File: src/rtl/umem_pkg.sv
`default_nettype none
// +----------------------------------------------------------------------------+
// | umem_pkg                                                                   |
// | Shared UMEM_OK status codes, access-size codes and memop stage states.     |
// | Rev 1.0                                                                    |
// +----------------------------------------------------------------------------+
package umem_pkg;

   localparam logic [1:0] UMEM_OK_READY = 2'b00;
   localparam logic [1:0] UMEM_OK_OK    = 2'b01;
   localparam logic [1:0] UMEM_OK_HOLD  = 2'b10;
   localparam logic [1:0] UMEM_OK_FAULT = 2'b11;

   localparam logic [1:0] MEMSZ_B = 2'b00;
   localparam logic [1:0] MEMSZ_W = 2'b01;
   localparam logic [1:0] MEMSZ_L = 2'b10;
   localparam logic [1:0] MEMSZ_Q = 2'b11;

   localparam logic [6:0] REGID_NONE = 7'h7F;

   localparam logic [1:0] ST_IDLE = 2'd0;
   localparam logic [1:0] ST_REQ  = 2'd1;
   localparam logic [1:0] ST_DONE = 2'd2;
   localparam logic [1:0] ST_FLT  = 2'd3;

endpackage
`default_nettype wire

File: src/rtl/memop64_lane.sv
`default_nettype none
// +----------------------------------------------------------------------------+
// | memop64_lane                                                               |
// | Byte-lane steering: byte enables, store shift, load extract/extend and     |
// | alignment check. Purely combinational.                                     |
// | Rev 1.0                                                                    |
// +----------------------------------------------------------------------------+
module memop64_lane
   import umem_pkg::*;
(
   input  logic [2:0]  addr_lo_i,
   input  logic [1:0]  size_i,
   input  logic [63:0] st_data_i,
   input  logic [2:0]  ld_lane_i,
   input  logic [1:0]  ld_size_i,
   input  logic        ld_zext_i,
   input  logic [63:0] ld_data_i,
   output logic [7:0]  byte_en_o,
   output logic [63:0] st_data_o,
   output logic [63:0] ld_data_o,
   output logic        misalign_o
);

   logic [63:0] w_ld_shift;

   always_comb begin
      byte_en_o  = 8'h00;
      misalign_o = 1'b0;
      case (size_i)
         MEMSZ_B: byte_en_o = 8'h01 << addr_lo_i;
         MEMSZ_W: begin
            byte_en_o  = 8'h03 << addr_lo_i;
            misalign_o = addr_lo_i[0];
         end
         MEMSZ_L: begin
            byte_en_o  = 8'h0F << addr_lo_i;
            misalign_o = |addr_lo_i[1:0];
         end
         default: begin
            byte_en_o  = 8'hFF;
            misalign_o = |addr_lo_i;
         end
      endcase
   end

   assign st_data_o  = st_data_i << {addr_lo_i, 3'b000};
   assign w_ld_shift = ld_data_i >> {ld_lane_i, 3'b000};

   // zext=1 fills with zeros, zext=0 replicates the top bit of the field
   always_comb begin
      ld_data_o = w_ld_shift;
      case (ld_size_i)
         MEMSZ_B: ld_data_o = {{56{~ld_zext_i & w_ld_shift[7]}},  w_ld_shift[7:0]};
         MEMSZ_W: ld_data_o = {{48{~ld_zext_i & w_ld_shift[15]}}, w_ld_shift[15:0]};
         MEMSZ_L: ld_data_o = {{32{~ld_zext_i & w_ld_shift[31]}}, w_ld_shift[31:0]};
         default: ld_data_o = w_ld_shift;
      endcase
   end

endmodule
`default_nettype wire

File: src/rtl/memop64_stage.sv
`default_nettype none
// +----------------------------------------------------------------------------+
// | memop64_stage                                                              |
// | Memory-access stage: one aligned 64-bit bus transaction per request,       |
// | UMEM_OK handshake back to execute, load result for writeback.              |
// | Rev 1.0                                                                    |
// +----------------------------------------------------------------------------+
module memop64_stage
   import umem_pkg::*;
#(
   parameter int unsigned TIMEOUT_CYCLES = 255
) (
   input  logic        clock,
   input  logic        reset,
   input  logic [63:0] exMemAddr,
   input  logic [63:0] exMemData,
   input  logic        exMemLoad,
   input  logic        exMemStore,
   input  logic [4:0]  exMemOpMode,
   input  logic [7:0]  exMemOpCmd2,
   input  logic [6:0]  exRegIdRn,
   output logic [1:0]  memOutOK,
   output logic [6:0]  regIdRw,
   output logic [63:0] regValRw,
   output logic [7:0]  memOutCmd2,
   output logic [63:0] busAddr,
   output logic [63:0] busDataOut,
   output logic [7:0]  busByteEn,
   output logic        busOE,
   output logic        busWE,
   input  logic [63:0] busDataIn,
   input  logic [1:0]  busOK
);

   localparam logic [15:0] c_TIMEOUT = 16'(TIMEOUT_CYCLES);

   logic [1:0]  state_q, state_d;
   logic [63:0] addr_q, wdata_q, rval_q;
   logic [7:0]  be_q, cmd2_q;
   logic        oe_q, we_q, zext_q, isld_q;
   logic [1:0]  size_q;
   logic [2:0]  lane_q;
   logic [6:0]  rn_q;
   logic [15:0] cnt_q;

   logic        w_req, w_bad, w_misalign, w_timeout;
   logic [7:0]  w_be;
   logic [63:0] w_wdata, w_ldval;
   logic [15:0] w_cnt_inc;
   logic        w_unused_mode;

   assign w_req         = exMemLoad | exMemStore;
   assign w_bad         = (exMemLoad & exMemStore) | w_misalign;
   assign w_cnt_inc     = cnt_q + 16'd1;
   assign w_timeout     = (w_cnt_inc == c_TIMEOUT);
   assign w_unused_mode = ^exMemOpMode[4:3];

   memop64_lane u_lane (
      .addr_lo_i  (exMemAddr[2:0]),
      .size_i     (exMemOpMode[1:0]),
      .st_data_i  (exMemData),
      .ld_lane_i  (lane_q),
      .ld_size_i  (size_q),
      .ld_zext_i  (zext_q),
      .ld_data_i  (busDataIn),
      .byte_en_o  (w_be),
      .st_data_o  (w_wdata),
      .ld_data_o  (w_ldval),
      .misalign_o (w_misalign)
   );

   always_ff @(posedge clock) begin
      if (reset) state_q <= ST_IDLE;
      else       state_q <= state_d;
   end

   // READY (and any other non-OK/non-FAULT code) in REQ is treated as HOLD
   always_comb begin
      state_d = state_q;
      case (state_q)
         ST_IDLE: if (w_req) state_d = w_bad ? ST_FLT : ST_REQ;
         ST_REQ: begin
            if (busOK == UMEM_OK_OK)         state_d = ST_DONE;
            else if (busOK == UMEM_OK_FAULT) state_d = ST_FLT;
            else if (w_timeout)              state_d = ST_FLT;
         end
         ST_DONE: state_d = ST_IDLE;
         default: if (!w_req) state_d = ST_IDLE;
      endcase
   end

   always_comb begin
      memOutOK = UMEM_OK_READY;
      regIdRw  = REGID_NONE;
      case (state_q)
         ST_IDLE: if (w_req) memOutOK = UMEM_OK_HOLD;
         ST_REQ:  memOutOK = UMEM_OK_HOLD;
         ST_DONE: begin
            memOutOK = UMEM_OK_OK;
            if (isld_q) regIdRw = rn_q;
         end
         default: memOutOK = UMEM_OK_FAULT;
      endcase
   end

   always_ff @(posedge clock) begin
      if (reset) begin
         addr_q  <= '0;
         wdata_q <= '0;
         rval_q  <= '0;
         be_q    <= '0;
         cmd2_q  <= '0;
         oe_q    <= 1'b0;
         we_q    <= 1'b0;
         zext_q  <= 1'b0;
         isld_q  <= 1'b0;
         size_q  <= MEMSZ_B;
         lane_q  <= '0;
         rn_q    <= REGID_NONE;
         cnt_q   <= '0;
      end else begin
         case (state_q)
            ST_IDLE: if (w_req) begin
               addr_q  <= {exMemAddr[63:3], 3'b000};
               wdata_q <= w_wdata;
               be_q    <= w_be;
               oe_q    <= exMemLoad & ~w_bad;
               we_q    <= exMemStore & ~w_bad;
               size_q  <= exMemOpMode[1:0];
               zext_q  <= exMemOpMode[2];
               lane_q  <= exMemAddr[2:0];
               rn_q    <= exRegIdRn;
               cmd2_q  <= exMemOpCmd2;
               isld_q  <= exMemLoad;
               cnt_q   <= '0;
            end
            ST_REQ: begin
               if (busOK == UMEM_OK_OK) begin
                  if (isld_q) rval_q <= w_ldval;
                  oe_q <= 1'b0;
                  we_q <= 1'b0;
               end else if (busOK == UMEM_OK_FAULT) begin
                  oe_q <= 1'b0;
                  we_q <= 1'b0;
               end else begin
                  cnt_q <= w_cnt_inc;
                  if (w_timeout) begin
                     oe_q <= 1'b0;
                     we_q <= 1'b0;
                  end
               end
            end
            default: ;
         endcase
      end
   end

   assign regValRw   = rval_q;
   assign memOutCmd2 = cmd2_q;
   assign busAddr    = addr_q;
   assign busDataOut = wdata_q;
   assign busByteEn  = be_q;
   assign busOE      = oe_q;
   assign busWE      = we_q;

endmodule
`default_nettype wire

File: config.mk
export PLATFORM = sky130hd
export DESIGN_NAME = memop64_stage
export DESIGN_NICKNAME = d
export VERILOG_FILES = /design/src/rtl/umem_pkg.sv /design/src/rtl/memop64_lane.sv /design/src/rtl/memop64_stage.sv
export SDC_FILE = /design/constraint.sdc
export NUM_CORES = 1
export LEC_CHECK = 0
export BUFFER_PORTS_ARGS = -buffer_cell sky130_fd_sc_hd__buf_4
export CORE_AREA = 2 2 169 171
export DETAILED_ROUTE_END_ITERATION = 10
export DIE_AREA = 0 0 171 173
export PLACE_DENSITY = 0.82
export SYNTH_ARGS = -nofsm -noshare
export SYNTH_HDL_FRONTEND = slang
export SYNTH_SLANG_ARGS = --single-unit
export TNS_END_PERCENT = 1
File: constraint.sdc
create_clock -name clock -period 2.36 [get_ports clock]
set_input_delay 0.236 -clock clock [delete_from_list [all_inputs] [get_ports clock]]
set_output_delay 0.236 -clock clock [all_outputs]
set_load 0.01 [all_outputs]
Word level (Yosys, flattened, before mapping) --
Cells that the tools add are included.
Cells by class: reduce and logical (&&, ||, !) cells 11, mux-type cells 25, divide/modulo/power cells 0, shift-type cells 5, bitwise gates (word level) 10, equal/unequal tests 14, magnitude comparators 0, add/sub/neg operators 1, multipliers 0
Operators with widths (count):
- 64-bit case mux with 3 select lines | 1
- 64-bit by 6-bit << shifter with 64-bit output | 1
- 64-bit by 6-bit >> shifter with 64-bit output | 1
- 16-bit 2-to-1 mux | 3
- 16-bit case mux with 2 select lines | 1
- 8-bit case mux with 3 select lines | 1
- 16-bit by 1-bit adder with 16-bit output (second input constant) | 1
- 16-bit by 8-bit equality test with 1-bit output (second input constant) | 1
- 2-bit 2-to-1 mux | 7
- 7-bit 2-to-1 mux | 2
- 2-bit case mux with 3 select lines | 2
- 3-bit AND reduction | 3
- 2-bit by 1-bit equality test with 1-bit output (second input constant) | 4
- 2-bit equality test (second input constant) | 4
- 1-bit by 3-bit << shifter with 8-bit output (first input constant) | 1
- 2-bit by 3-bit << shifter with 8-bit output (first input constant) | 1
- 4-bit by 3-bit << shifter with 8-bit output (first input constant) | 1
- 1-bit bitwise AND | 6
- 2-bit zero test | 3
- 2-bit != test (second input constant) | 3
- 1-bit 2-to-1 mux | 5
- 4-bit by 1-bit != test with 1-bit output (second input constant) | 1
- 4-bit != test (second input constant) | 1
- 1-bit case mux with 2 select lines | 2
- other kinds (8) | 10
Storage, ports and cells: bits in latches 0, output and inout port bits 219, ROM bits 0, memory bits (writable) 0, memories 0, bits in registers 239, bits of input ports 218, logic and storage cells 80

Logic depth before layout (Yosys ltp) --
Gate-level depths: netlist of the first run.
depth after elaboration 7, mapped depth 9, gate-level depth less buffers 7

Hierarchy --
Synthesis of the first run repeated with hierarchy kept, for this count alone.
Unflattened totals: cells, all modules 1711, area total of the unflattened synthesis 13111.3 µm²
Modules (own cells, without submodules):
- memop64_stage | cells each 1155, times used 1, area an instance 8977.4 µm², sequential area each 4784.6 µm²
- memop64_lane | cells each 556, times used 1, area an instance 4134.0 µm², sequential area each 0.0 µm²

Worst setup path before layout of the first run --
No wires, ideal clock.
path type reg-to-reg, start reg lane_q[1], end reg rval_q[48], in the netlist regValRw[48], setup slack 0.323 ns, arrival time 1.971 ns, clock period less this slack 2.037 ns, path buffers 4, cell stages (with the launch flop) 10, library setup time 0.066 ns, required time 2.294 ns, path through dfxtp_1 -> buf_6 -> mux2i_1 -> mux4_2 -> o31a_1 -> buf_6 -> nor2b_1 -> buf_6 -> buf_6 -> a21oi_2
Between the ends: word-level cells in the longest chain between the ends 3, elaborated cells on any way between the ends 5, those cells by class shift: 1; mux: 1; bitwise: 3
RTL lines:
- start, declared | line memop64_stage.sv:42 | logic [2:0] lane_q;
- start signal, assigned | line memop64_stage.sv:131 | lane_q <= exMemAddr[2:0];
- 64-bit by 6-bit >> shifter with 64-bit output (*) | line memop64_lane.sv:47 | assign w_ld_shift = ld_data_i >> {ld_lane_i, 3'b000};
- 1-bit bitwise AND (on tied branches) | line memop64_lane.sv:55, memop64_lane.sv:53, memop64_lane.sv:54
- 64-bit case mux with 3 select lines (*) | line memop64_lane.sv:52 | case (ld_size_i)
- end signal, assigned | line memop64_stage.sv:139 | if (isld_q) rval_q <= w_ldval;
- end, declared | line memop64_stage.sv:38 | logic [63:0] addr_q, wdata_q, rval_q;
Every way passes the cells marked *; elsewhere a longest branch is shown, timed or not. A chain may end at the register's enable or synchronous reset.

Worst setup path after layout of the first run --
start reg lane_q[1], end reg rval_q[47], in the netlist regValRw[47]
Same word-level chain as after synthesis.

==> flow_summary.toml, run 1 <==
[status]
status = "completed"

[logic_synthesis]
synth_seq_cells = 239
yosys.area.top_type = "dfxtp_1"
synth-edff-count = 0
synth_top_area_share_pct = 38.39
syn_area_per_cell_sq_um = 8.343
yosys_warnings = 0
ys_seq_area_share_pct = 38.39
synthArstFlopShare_pct = 0
synthDistinctLibCells = 60
ys_top_cells_by_area = "dfxtp_1 (38%), nand2_1 (8.1%), mux4_2 (7.6%), a21oi_1 (6.0%), mux2i_1 (5.5%)"
synth_ff_type = "dfxtp_1"
netlist_area_sq_um = 12460
synth_cells = 1494

[sta]
slew_headroom_pct = 47.22
slew_viol_final = 0
rsz0062_at_grt = "false"
period_minus_slack_ns = 2.132
worst_pin_slew_ns = 0.7875
finalCritPeriodShare_pct = 90.34
tns_ns = 0
timing.hold.ws_ns = 0.02120
hold_violations = 0
setup_viol = 0
fin_skew_ns = 0.01053
fmax_mhz = 469.0

[clock_tree]
cts_tree = "built"
cts_buffers = 27
clkLatencyLatePin_ns = 0.53
htree_levels = 1
cts_root_buffer = "clkbuf_16"
cts_sinks = 239
clockBufferDepth = 3
clkTransAtPathRegs_ns = 0.06

[finish]
final_net_count = 2178
multi_input_area_sq_um = 7068
finish.utilization_pct = 64.94
drive_gt1_share_pct = 33.96
area_growth_pct = 43.96
regArea_sq_um = 4787
fillers = 2183
final_cell_mix = "buf_4 (465), nand2_1 (268), dfxtp_1 (237)"
final_common_cell = "buf_4"

[worst_setup_path]
rr_worst_depth = 7
cp-end-kind = "flip-flop"
crit_type = "flip-flop to flip-flop"
r2r_slack_ns = 0.23
critPathMaxFanout = 60
cp-start-kind = "flip-flop"
r2r_start = "lane_q[1]$_SDFFE_PP0P_"
cp.required_ns = 2.76
arrival_ns = 2.54
r2r_end = "regValRw[47]$_SDFFE_PP0P_"

[floorplan]
floorplan.initialDensity_pct = 45.11
die_x_um = 171
core_area_sq_um = 27630
die_h_um = 173
dieArea_sq_um = 29580
rows = 61
io_pins = 437

[place]
place.gp.congestion = 0.9981
portBuffers = 431
dp_hpwl_um = 32510

[pwr]
p_comb_share_pct = 25.4
power-per-cell-area_nw_per_um2 = 658.7
ir_drop_mv = 0.7502
p_int_uw = 8307
p_sw_uw = 3514
p_sw_share_pct = 29.73
p_clk_share_pct = 36.4
p_seq_share_pct = 38.2
power_leakage_uw = 0.007495

[grt]
antenna_found_initial = 1
grt_max_degree = 117
grt_pass1_wl_um = 71990
first_global_vias = 13000
overflow = 0
track_usage_pct = 30.40

[routing]
drtAntennaViolNets = 0
vias = 13500
wl_per_cell_um = 20.03
drt_iter0_markers = 1406
via_per_inst = 5.739
finalWirelength_um = 47110
firstDrtPassIters = 6
drc = 0

[min_path]
whs_path_depth = 3
min-delay-start = "busDataIn[59]"
worst_hold_path_type = "input pin to flip-flop"
hold_end = "regValRw[59]$_SDFFE_PP0P_"

[job]
max-cap-violations = 0
[layout make-up]
| cell class | count | area share [%] |
|---|---|---|
| sequential | 239 | 26.68 |
| multi-input combinational | 1100 | 39.39 |
| timing repair buffer | 568 | 25.77 |
| inverter | 19 | 0.3975 |
| antenna | 1 | 0.01395 |
| clock inverter | 9 | 0.6136 |
| clock buffer | 38 | 4.498 |
| tap | 378 | 2.636 |
[how the worst max path moves through the flow]
| stage | start | endpoint | slack [ns] | depth (start not counted) |
|---|---|---|---|---|
| floorplan | lane_q[1]$_SDFFE_PP0P_ | regValRw[48]$_SDFFE_PP0P_ | 0.32 | 9 |
| global placement | state_q[0]$_SDFFE_PP0P_ | busDataOut[0]$_SDFFE_PP0P_ | 0.18 | 6 |
| detailed placement | state_q[0]$_SDFFE_PP0P_ | busDataOut[6]$_SDFFE_PP0P_ | 0.13 | 6 |
| CTS | state_q[0]$_SDFFE_PP0P_ | busDataOut[6]$_SDFFE_PP0P_ | 0.12 | 6 |
| global route | cnt_q[0]$_SDFFE_PP0P_ | busWE$_SDFFE_PP0P_ | 0.01 | 6 |
| finish | lane_q[1]$_SDFFE_PP0P_ | regValRw[47]$_SDFFE_PP0P_ | 0.23 | 7 |
[registers in the layout, indices dropped and copies added (netlist names)]
register,flops
zext_q,1
memOutCmd2,8
lane_q,3
cnt_q,16
isld_q,1
size_q,2
busOE,1
state_q,2
regValRw,64
busWE,1
busByteEn,8
busDataOut,64
busAddr,61
rn_q,7
[worst max-delay path, cell delays in order (launching register included)]
cell and delay, ns:
dfxtp_2 0.44, buf_12 0.31, mux4_2 0.34, a32oi_1 0.24, o32ai_1 0.16, nor2b_4 0.15
buf_12 0.24, a21oi_1 0.10
[per-layer routing]
metal  vias to the layer above  share of wire (%)  global-route usage, %
met1                      6339                 39                  38.80
met3                       160                8.8                  5.951
met5                         -                  0                      0
met2                       811                 47                  49.08
li1                       6187                  -                      -
met4                         0                5.6                  14.76
[per-stage QoR]
stage               cells  instance area (sq um)  setup slack, ns  power (uW)
global placement     2212                  16090           0.1839        7313
CTS                  2351                  17930           0.1204       11800
finish               2352                  17940           0.2279       11820
global route         2352                  17940          0.01229       12280
floorplan            1496                  12470           0.3228        6114
detailed placement   2212                  16090           0.1258        7389
[kinds of logic (layout without fill, tap and decap cells)]
family	after synthesis	after routing	share of synthesized area (%)
buf+inv	157	634	5.260
simple gates	523	523	18.37
mux	155	155	17.11
fa+ha+maj	5	5	0.5019
compound gates	408	408	19.93
other cells	1	4	0.03009
xor+xnor	6	6	0.4216
flops	239	239	38.39
[synth_stat cells (2+ instances only)]
library cell,count
o22ai_1,14
a22oi_1,24
mux2_2,44
clkbuf_1,110
nand3b_1,2
or3b_2,7
xnor2_1,6
and2_1,3
nor2_1,123
buf_1,11
nor3_1,30
dfxtp_1,239
and3_1,2
buf_2,8
nor3b_1,9
a311oi_1,8
nand4_1,4
buf_4,3
a211oi_1,28
a21oi_2,30
o21ai_0,115
a221oi_1,10
or3_1,6
buf_6,6
mux4_2,42
ha_1,5
mux2i_1,69
nand2_1,268
inv_1,17
nor2b_1,23
or2_2,12
nand2b_1,14
o21a_1,3
nand3_1,14
o31a_1,3
a221o_1,9
a21oi_1,150
[repair_timing]
item / 4_1_cts / 5_1_grt
endpoints found under the setup margin: 7 / 11
hold buffers: 91 / 0
endpoints found under the hold margin: 93 / 0
setup buffers: 1 / 0
resized for setup: 0 / 4
pin swaps: 1 / 0
[power groups by stage]
stage / sequential, uW / clock (uW) / combinational [uW]
final: 4520 / 4300 / 3000
after CTS: 4510 / 4350 / 2940
after global routing: 4550 / 4520 / 3210
after global placement: 4580 / 0 / 2740
after detailed placement: 4590 / 0 / 2800
after floorplan: 4670 / 0 / 1440
(Power assumes the default switching activity.)
==> run 2, diff against run 1 <==
BUFFER_PORTS_ARGS = not set   (was -buffer_cell sky130_fd_sc_hd__buf_4)
CORE_AREA = 2 2 168 170   (was 2 2 169 171)
DIE_AREA = 0 0 170 172   (was 0 0 171 173)
DONT_BUFFER_PORTS = 1   (was not set)
PLACE_DENSITY = 0.69   (was 0.82)
==> run 2 against run 1 <==
Compared with the run above: core utilization fell by 10 points; die area is 1.2% lower; via count fell by 14%; sequential power grew 4%; global-route usage is 3.5 points lower; final area down 16%; routed wire length down 11%; power down 4.5%; non-clock buffer count shrank 391; combinational power shrank 30%; critical endpoint is now busAddr[8]$_SDFFE_PP0P_; largest power group unchanged.
==> flow_summary.toml, run 2 (synthesis results as in run 1) <==
[routing]
finalWirelength_um = 42020
drt_iter0_markers = 1210
firstDrtPassIters = 5
vias = 11660
drtAntennaViolNets = 0
via_per_inst = 6.046
wl_per_cell_um = 21.78
drc = 0

[finish]
final_cell_mix = "nand2_1 (268), dfxtp_1 (230), a21oi_1 (150)"
stdcell_area_sq_um = 15100
final_common_cell = "nand2_1"
multi_input_area_sq_um = 7084
finish.utilization_pct = 54.97
drive_gt1_share_pct = 15.37
regArea_sq_um = 4798
final_net_count = 1787
area_growth_pct = 21.17
fillers = 2442

[sta]
finalCritPeriodShare_pct = 95.76
setup_ws_ns = 0.09997
fmax_mhz = 442.5
setup_viol = 0
slew_viol_final = 0
worst_pin_slew_ns = 1.003
tns_ns = 0
fin_skew_ns = 0.01179
period_minus_slack_ns = 2.260
hold_violations = 0
timing.hold.ws_ns = 0.02933
slew_headroom_pct = 32.87

[worst_setup_path]
critPathMaxFanout = 36
cp-end-kind = "flip-flop"
crit_type = "flip-flop to flip-flop"
cp-start-kind = "flip-flop"
rr_worst_depth = 7
cp_slowest_stage_delay_ns = 0.60
arrival_ns = 2.73
cp_cell_sequence = "buf_4, nor3_4, clkbuf_16, buf_12, nand2_1, a21oi_1, dlygate4sd3_1"
cpMaxStageDelayCell = "dlygate4sd3_1"
cp.required_ns = 2.83

[floorplan]
die_x_um = 170
core_area_sq_um = 27480
floorplan.initialDensity_pct = 45.36
dieArea_sq_um = 29240
io_pins = 437
die_h_um = 172
rows = 61

[pwr]
power-per-cell-area_nw_per_um2 = 747.1
ir_drop_mv = 0.5378
power_leakage_uw = 0.005632

[grt]
antenna_found_initial = 2
overflow = 0
grt_pass1_wl_um = 62370
first_global_vias = 11090
grt_max_degree = 119
track_usage_pct = 26.86

[clock_tree]
clkLatencyLatePin_ns = 0.53
htree_levels = 1
clkTransAtPathRegs_ns = 0.06
cts_sinks = 239
clockBufferDepth = 3
cts_root_buffer = "clkbuf_16"
cts_buffers = 27
cts_tree = "built"

[place]
place.gp.congestion = 0.9184
pre_cts_slack_ns = 0.2855
dp_hpwl_um = 27860
portBuffers = 0
dpl_cell_area_sq_um = 12730

[status]
status = "completed"

[min_path]
worst_hold_path_type = "input pin to flip-flop"
whs_path_depth = 3

[job]
max-cap-violations = 0
==> run 2: report_power, final <==
part / internal, uW / switching (uW)
registers: 4330 / 379
clock network: 2790 / 1690
logic: 960 / 1130
total: 8080 / 3200
==> run 2: critical path: cells and delay by family, from the launching register on <==
kind,cells,cell delay (ns)
DFF,1,0.35
buffers and inverters,4,1.27
AOI/OAI and AO/OA,1,0.16
and+or+nand+nor,2,0.39
==> run 2: stage by stage <==
step / total power (uW) / instances
final: 11280 / 1929
after global routing: 11740 / 1929
after CTS: 11260 / 1924
after detailed placement: 6543 / 1744
after global placement: 6499 / 1744
after floorplan: 6114 / 1496
==> run 2: metal layers <==
layer,share of wire [%],track usage (%)
met1,38,32.99
met2,46,43.12
met3,12,9.407
met4,4.1,11.00
met5,0,0
==> run 2: repair_timing <==
item | CTS | global route
hold buffers | 134 | 0
setup buffers | 0 | 2
resized for setup | 0 | 14
setup endpoints to repair | 0 | 28
hold endpoints to repair | 194 | 0
==> run 2: area by class of cell <==
type                    instances  share of cell area [%]
diodes                          2                 0.03314
clock inverters                11                   1.259
inverters                      19                  0.4722
flip-flops and latches        239                   31.77
clock buffers                  35                   5.004
multi-input cells            1100                   46.91
well taps                     346                   2.866
repair buffers                177                   11.69
==> run 2: path summary, 6_finish.rpt <==
path | from | end | slack (ns)
max | state_q[1]$_SDFFE_PP0P_ | busAddr[8]$_SDFFE_PP0P_ | 0.1
min | exMemAddr[2] | busDataOut[36]$_SDFFE_PP0P_ | 0.03
max reg2reg | state_q[1]$_SDFFE_PP0P_ | busAddr[8]$_SDFFE_PP0P_ | 0.1
min reg2reg | rn_q[3]$_SDFFE_PP1P_ | rn_q[3]$_SDFFE_PP1P_ | 0.46
==> run 3, diff against run 2 <==
CORE_AREA = not set   (was 2 2 168 170)
CORE_UTILIZATION = 40   (was not set)
DIE_AREA = not set   (was 0 0 170 172)
HOLD_SLACK_MARGIN = 0.12   (was not set)
PLACE_DENSITY = 0.63   (was 0.69)
==> run 3 against run 2 <==
Compared with the run above: power up 2.9%; first-iteration DRC count fell by 7.2%; largest cell class unchanged; sequential power about the same; non-clock buffer count rose by 34; global-route usage shrank 1.4 points; clock skew rose by 0.0016 ns.
==> flow_summary.toml, run 3 (synthesis results as in run 1) <==
[pwr]
p_sw_share_pct = 28.29
power_leakage_uw = 0.005807
power-per-cell-area_nw_per_um2 = 745.9
p_comb_share_pct = 18.3
p_int_uw = 8326
power_uw = 11610
ir_drop_mv = 0.4934
p_clk_share_pct = 41.1
p_seq_share_pct = 40.5
p_sw_uw = 3284

[floorplan]
dieArea_sq_um = 31870
die_x_um = 178.5
rows = 64
floorplan.initialDensity_pct = 40.75
die_h_um = 178.5
core_area_sq_um = 30590
io_pins = 437

[worst_setup_path]
cp-end-kind = "flip-flop"
cp-start-kind = "input pin"
cp_slowest_stage_delay_ns = 0.62
arrival_ns = 2.74
cpMaxStageDelayCell = "dlygate4sd3_1"
cp_cell_sequence = "dlygate4sd3_1, mux2_2, nand2_1, o21ai_0, nand2_1, dlygate4sd3_1, a311oi_1, dlygate4sd3_1"
crit_type = "input pin to flip-flop"
critPathMaxFanout = 3
path_common_cell = "dlygate4sd3_1"
cp.required_ns = 2.84

[place]
dp_hpwl_um = 27660
dpl_cell_area_sq_um = 12720
place.gp.congestion = 0.9421
portBuffers = 0
dp.cells = 1788
pre_cts_slack_ns = 0.1968

[sta]
tns_ns = 0
worst_pin_slew_ns = 1.121
fin_skew_ns = 0.01343
finalCritPeriodShare_pct = 95.58
slew_headroom_pct = 24.70
setup_viol = 0
rsz0062_at_grt = "true"
slew_viol_final = 0
fmax_mhz = 443.3
hold_violations = 0
setup_ws_ns = 0.1043
period_minus_slack_ns = 2.256

[finish]
final_net_count = 1822
final_cell_mix = "nand2_1 (268), dfxtp_1 (231), dlygate4sd3_1 (173)"
stdcell_area_sq_um = 15570
drive_gt1_share_pct = 14.58
final_common_cell = "nand2_1"
area_growth_pct = 24.88
final_cells = 2016
fillers = 2777

[min_path]
worst_hold_path_type = "input pin to flip-flop"

[status]
status = "completed"

[grt]
first_global_vias = 10930
overflow = 0
grt_pass1_wl_um = 63270
grt_max_degree = 121
track_usage_pct = 25.45
antenna_found_initial = 1

[routing]
wl_per_cell_um = 21.29
vias = 11740
drt_iter0_markers = 1123
drtAntennaViolNets = 0
via_per_inst = 5.822
finalWirelength_um = 42920
drc = 0
firstDrtPassIters = 7

[job]
max-cap-violations = 0

[clock_tree]
cts_sinks = 239
clkTransAtPathRegs_ns = 0.06
cts_buffers = 28
htree_levels = 1
clockBufferDepth = 3
clkLatencyLatePin_ns = 0.55
cts_root_buffer = "clkbuf_16"
cts_tree = "built"
-- run 3: changes by cell type in the layout (fill, tap and decap cells not counted), moves of 2 or more --
cell / before / now
clkbuf_1: 3 / 5
dlygate4sd3_1: 133 / 173
dlymetal6s4s_1: 0 / 2
buf_4: 36 / 30
-- run 3: worst paths after layout --
| check | from | to | slack, ns | depth (start not counted) |
|---|---|---|---|---|
| max reg2reg | state_q[1]$_SDFFE_PP0P_ | cnt_q[4]$_SDFFE_PP0P_ | 0.11 | 7 |
| min reg2reg | rn_q[6]$_SDFFE_PP1P_ | rn_q[6]$_SDFFE_PP1P_ | 0.46 | 2 |
| max | exMemData[6] | busDataOut[62]$_SDFFE_PP0P_ | 0.10 | 8 |
| min | reset | cnt_q[14]$_SDFFE_PP0P_ | 0.13 | 2 |
-- run 3: power by group through the flow --
stage	registers [uW]	clock network (uW)	logic, uW
2_1_floorplan	4670	0	1440
3_3_place_gp	4790	0	1700
3_5_place_dp	4790	0	1730
4_1_cts	4700	4840	2090
5_1_grt	4740	5030	2330
6_report	4710	4780	2130
-- run 3: repair_timing --
| item | 4_1_cts | 5_1_grt |
|---|---|---|
| endpoints found under the setup margin | 0 | 10 |
| setup buffers | 0 | 1 |
| hold buffers | 176 | 0 |
| resized for setup | 0 | 15 |
| endpoints found under the hold margin | 214 | 0 |
-- run 3: routing by layer --
| metal | wire length, um | track usage [%] | share of wire [%] |
|---|---|---|---|
| met1 | 17030 | 32.45 | 40 |
| met2 | 19540 | 40.39 | 46 |
| met3 | 4859 | 7.715 | 11 |
| met4 | 1488 | 9.181 | 3.5 |
| met5 | 0 | 0 | 0 |
-- run 3: layout make-up --
cell class                      instances  area, sq um  area share [%]
Clock inverter                         12        217.7           1.399
Clock buffer                           38        799.5           5.136
Antenna cell                            1        2.502         0.01608
Inverter                               19        71.32          0.4582
Tap cell                              396        495.5           3.183
Timing Repair Buffer                  211         2101           13.50
Sequential cell                       239         4795           30.80
Multi-Input combinational cell       1100         7084           45.51
-- run 3: worst max-delay path: cells and delay by family --
family | cells | cell delay (ns)
buffers and inverters | 3 | 1.76
AND/OR/NAND/NOR | 2 | 0.13
multiplexers | 1 | 0.21
AO/OA/AOI/OAI | 2 | 0.39
-- run 3: metrics by stage --
| step | util, % | hold WS [ns] |
|---|---|---|
| 2_1_floorplan | - | 0.3602 |
| 3_3_place_gp | 41.57 | 0.3176 |
| 3_5_place_dp | 41.57 | 0.3209 |
| 4_1_cts | 50.71 | 0.1207 |
| 5_1_grt | 50.89 | 0.1357 |
| 6_report | 50.89 | 0.1271 |
